### src/rtl/dff_pkg.sv
// Shared constants and helpers for the dff_pipe register pipeline.
package dff_pkg;

  localparam int unsigned DFF_RESET_VAL = 32'd0;

  // Bits needed to count 0..depth valid stages.
  function automatic int occ_width(input int depth);
    return $clog2(depth + 1);
  endfunction

endpackage

### src/rtl/dff_stage.sv
// One pipeline stage: WIDTH-bit data word plus valid flag, with enable,
// synchronous clear and asynchronous active-low reset.
module dff_stage
  import dff_pkg::*;
#(
  parameter int               WIDTH     = 8,
  parameter logic [WIDTH-1:0] RESET_VAL = WIDTH'(DFF_RESET_VAL)
) (
  input  logic             clk,
  input  logic             rst,
  input  logic             en,
  input  logic             clr,
  input  logic [WIDTH-1:0] d,
  input  logic             d_valid,
  output logic [WIDTH-1:0] q,
  output logic             q_valid
);

  // Stage register: clear has priority over enable.
  always_ff @(posedge clk or negedge rst) begin
    if (!rst) begin
      q       <= RESET_VAL;
      q_valid <= 1'b0;
    end else if (clr) begin
      q       <= RESET_VAL;
      q_valid <= 1'b0;
    end else if (en) begin
      q       <= d;
      q_valid <= d_valid;
    end else begin
      q       <= q;
      q_valid <= q_valid;
    end
  end

endmodule

### src/rtl/dff_pipe.sv
// DEPTH-stage enabled shift pipeline with flush and a registered count of
// stages currently holding valid data.
module dff_pipe
  import dff_pkg::*;
#(
  parameter int               WIDTH     = 8,
  parameter int               DEPTH     = 4,
  parameter logic [WIDTH-1:0] RESET_VAL = WIDTH'(DFF_RESET_VAL),
  localparam int              OCC_W     = occ_width(DEPTH)
) (
  input  logic             clk,
  input  logic             rst,
  input  logic             en,
  input  logic             flush,
  input  logic [WIDTH-1:0] d,
  input  logic             d_valid,
  output logic [WIDTH-1:0] q,
  output logic             q_valid,
  output logic [OCC_W-1:0] occ
);

  logic [WIDTH-1:0] stage_d_s [DEPTH];
  logic [DEPTH-1:0] stage_v_s;
  logic [OCC_W-1:0] occ_r;
  logic [OCC_W-1:0] occ_next_s;

  for (genvar i = 0; i < DEPTH; i++) begin : g_stage
    logic [WIDTH-1:0] in_d_s;
    logic             in_v_s;

    if (i == 0) begin : g_head
      assign in_d_s = d;
      assign in_v_s = d_valid;
    end else begin : g_body
      assign in_d_s = stage_d_s[i-1];
      assign in_v_s = stage_v_s[i-1];
    end

    dff_stage #(
      .WIDTH     (WIDTH),
      .RESET_VAL (RESET_VAL)
    ) u_stage (
      .clk     (clk),
      .rst     (rst),
      .en      (en),
      .clr     (flush),
      .d       (in_d_s),
      .d_valid (in_v_s),
      .q       (stage_d_s[i]),
      .q_valid (stage_v_s[i])
    );
  end

  // Occupancy tracks words entering stage 0 and leaving the last stage;
  // modular arithmetic is safe because the true count stays within 0..DEPTH.
  always_comb begin
    occ_next_s = occ_r;
    if (flush) begin
      occ_next_s = {OCC_W{1'b0}};
    end else if (en) begin
      occ_next_s = occ_r + OCC_W'(d_valid) - OCC_W'(stage_v_s[DEPTH-1]);
    end else begin
      occ_next_s = occ_r;
    end
  end

  // Occupancy register, updated on the same edge as the stages.
  always_ff @(posedge clk or negedge rst) begin
    if (!rst) begin
      occ_r <= {OCC_W{1'b0}};
    end else begin
      occ_r <= occ_next_s;
    end
  end

  assign q       = stage_d_s[DEPTH-1];
  assign q_valid = stage_v_s[DEPTH-1];
  assign occ     = occ_r;

endmodule

### config.mk
export PLATFORM = sky130hd
export DESIGN_NAME = dff_pipe
export DESIGN_NICKNAME = d
export VERILOG_FILES = /design/src/rtl/dff_pkg.sv /design/src/rtl/dff_stage.sv /design/src/rtl/dff_pipe.sv
export SDC_FILE = /design/constraint.sdc
export NUM_CORES = 1
export LEC_CHECK = 0
export ABC_CLOCK_PERIOD_IN_PS = 1600
export CORE_MARGIN = 10
export CORE_UTILIZATION = 50
export CTS_BUF_LIST = sky130_fd_sc_hd__clkbuf_2 sky130_fd_sc_hd__clkbuf_4 sky130_fd_sc_hd__clkbuf_8
export CTS_CLUSTER_DIAMETER = 50
export DETAILED_ROUTE_END_ITERATION = 10
export GPL_ROUTABILITY_DRIVEN = 1
export PLACE_DENSITY = 0.77
export SETUP_SLACK_MARGIN = 0.2
export SYNTH_ARGS = -nofsm -noshare
export SYNTH_HDL_FRONTEND = slang
export SYNTH_SLANG_ARGS = --single-unit
### constraint.sdc
create_clock -name clk -period 1.6 [get_ports clk]
set_input_delay 0.16 -clock clk [delete_from_list [all_inputs] [get_ports clk]]
set_output_delay 0.16 -clock clk [all_outputs]
set_load 0.05 [all_outputs]
==> results <==
-- worst reg2reg max path: stages (launching register included) --
cell and delay, ns:
dfrtp_2 0.44, ha_4 0.24, inv_2 0.06, ha_4 0.12
inv_2 0.03, fa_2 0.34, xor2_2 0.17, a21oi_2 0.07
a31o_1 0.19
-- through the flow --
step / power [mW] / std cells / cell area (um2)
after floorplan: 1.19 / 136 / 1700
after global placement: 1.26 / 203 / 1920
after detailed placement: 1.27 / 203 / 1920
after CTS: 1.78 / 212 / 2020
after global routing: 1.85 / 212 / 2020
final: 1.75 / 212 / 2020
-- cells in the final DEF (no fill, tap or decap), types with 2 or more instances in the layout --
| cell type | n |
|---|---|
| buf_4 | 17 |
| clkbuf_4 | 7 |
| clkdlybuf4s50_1 | 10 |
| nor2_1 | 39 |
| dfrtp_1 | 37 |
| mux2i_1 | 38 |
| ha_4 | 2 |
| buf_2 | 2 |
| dfrtp_2 | 2 |
| inv_2 | 4 |
-- flip-flops by register name (all words and copies together), names as in the netlist --
| register | flops |
|---|---|
| occ | 3 |
| g_stage.u_stage.q_valid | 4 |
| g_stage.u_stage.q | 32 |
-- synth_stat cells (all sizes together) --
cell type	n	area [um2]
dfrtp	39	976
fa	1	20.0
a31o	1	8.76
nand2b	1	6.26
nor2	39	146
buf	8	86.3
mux2i	38	380
ha	2	25.0
clkbuf	1	3.75
a21oi	1	8.76
inv	4	15.0
xor2	1	8.76
-- cell families (layout without fill, tap and decap cells) --
kind of cell    Yosys count  in the layout  share of synthesized area, %
xor+xnor                  1              1                         0.520
simple gates             40             40                          9.06
flops                    39             39                          57.9
mux                      38             38                          22.6
buf+inv                  13             43                          6.24
compound gates            2              2                          1.04
fa+ha+maj                 3              3                          2.67
-- worst paths after layout --
kind,start,endpoint,slack [ns],cells past startpoint
setup / recovery,g_stage[3].u_stage.q_valid$_DFFE_PN0P_,occ[2]$_DFFE_PN0P_,-0.15,8
hold / removal,rst,g_stage[3].u_stage.q[6]$_DFFE_PN0P_,0.37,2
setup reg to reg,g_stage[3].u_stage.q_valid$_DFFE_PN0P_,occ[2]$_DFFE_PN0P_,-0.15,8
hold reg to reg,g_stage[2].u_stage.q[3]$_DFFE_PN0P_,g_stage[2].u_stage.q[3]$_DFFE_PN0P_,0.53,2
max in group asynchronous,rst,g_stage[2].u_stage.q[7]$_DFFE_PN0P_,0.64,3
min in group clk,en,occ[2]$_DFFE_PN0P_,0.38,3
-- where the power goes --
| part | switching [mW] | internal, mW | leakage (nW) | total (mW) |
|---|---|---|---|---|
| logic | 0.122 | 0.0984 | 0.488 | 0.220 |
| clock network | 0.294 | 0.205 | 0.0361 | 0.499 |
| registers | 0.0185 | 1.02 | 0.532 | 1.03 |
-- layer usage --
| layer | global-route usage [%] | share of wire, % | up-vias |
|---|---|---|---|
| li1 | - | - | 500 |
| met1 | 10.7 | 40 | 504 |
| met2 | 18.6 | 54 | 15 |
| met3 | 3.64 | 4.8 | 7 |
| met4 | 4.30 | 1.4 | 0 |
| met5 | 0 | 0 | - |
-- final cells by class --
type	instances	area, um2
repair buffers	31	268
clock inverters	1	5.00
well taps	46	57.6
flip-flops and latches	39	978
clock buffers	7	52.6
inverters	4	15.0
fillers	284	1270
multi-input cells	84	639
-- what timing repair did --
action	in CTS	in global routing
endpoints found under the hold margin	28	0
endpoints found under the setup margin	2	2
pin swaps	2	1
resized for setup	6	1
buffers inserted	0	0
hold buffers	1	0
==> flow_metrics.tcl <==
set metrics [dict create \
    cp_slowest_cell "dfrtp_2" \
    routabilityCongestion 0.703 \
    synth_fp_nets 152 \
    crit_buf_inv 2 \
    setup_tns_ns -0.264 \
    wl_um 2880 \
    dp_slack_ns -0.208 \
    ant_nets 0 \
    synth_cell_types 14 \
    finalNetCount 181 \
    htree_num_levels 2 \
    hold_viol_final 0 \
    grt_pass1_wl_um 5180 \
    vias_per_cell 4.84 \
    syn_inst 136 \
    cts_root_buffer "clkbuf_4" \
    ir_worst_vdd_uv 509 \
    fin_util_pct 61.4 \
    clkTransAtPathRegs_ns 0.11 \
    fin_crit_sh_pct 109 \
    endpoint_kind "flop" \
    critPathMaxFanout 2 \
    die_x_um 78.1 \
    violations "setup timing" \
    num_vias 1026 \
    pin_count 25 \
    die_y_um 78.1 \
    max_freq_ghz 0.572 \
    critPathLaunchType "flop" \
    first_pass_iters 2 \
    cellPowerDensity_nw_per_um2 870 \
    grt_pass1_vias 1158 \
    antennaDiodeCount 0 \
    cp_top_family "adder cells" \
    wl_per_cell_um 13.6 \
    syn_area_um2 1690 \
    period_needed_ns 1.75 \
    worst_slack_ns -0.148 \
    maxSlewViolCount 0 \
    hpwl_um 2050 \
    core-area_um2 3280 \
    status "complete, but fails checks" \
    drc_errors 0 \
    overflow 0 \
    numCtsBuffers 5 \
    areaGrowthSynthToFinish_pct 19.6 \
    cts_tree "built" \
    synth-seq-cells 39 \
    first_iter_violations 64 \
    p_leak_nw 1.06 \
    worstHoldPathType "in2async" \
    ys_seq_area_share_pct 57.9 \
    worst_pin_slew_ns 0.637 \
    clock-sinks 39 \
    max_stage_delay_ns 0.44 \
    worstSetupPathType "reg2reg" \
    grt_max_degree 41 \
    cts_buffer_depth 2 \
    slew_headroom_pct 57.5 \
    rows 21 \
    cp_cell_sequence "ha_4, inv_2, ha_4, inv_2, fa_2, xor2_2, a21oi_2, a31o_1" \
    clk_latency_ns 0.33 \
    start_util_pct 51.3 \
    synth_warnings 0 \
    io_buffers 24 \
    maxCapViolCount 0 \
    synth.avg_cell_area_um2 12.4 \
    grt.total_usage_pct 10.3 \
    hold_ws_ns 0.369 \
    cp.arrival_ns 1.98 \
    critPathRequiredTime_ns 1.83 \
    rsz0062_at_grt "true" \
    antenna_found_initial 0 \
    dieArea_um2 6090 \
    setup_viol 2 \
    skew_ns 0.00314 \
    drive_above_1_share_pct 23.5 \
]
Note: power is estimated with default switching activity, not from simulation.
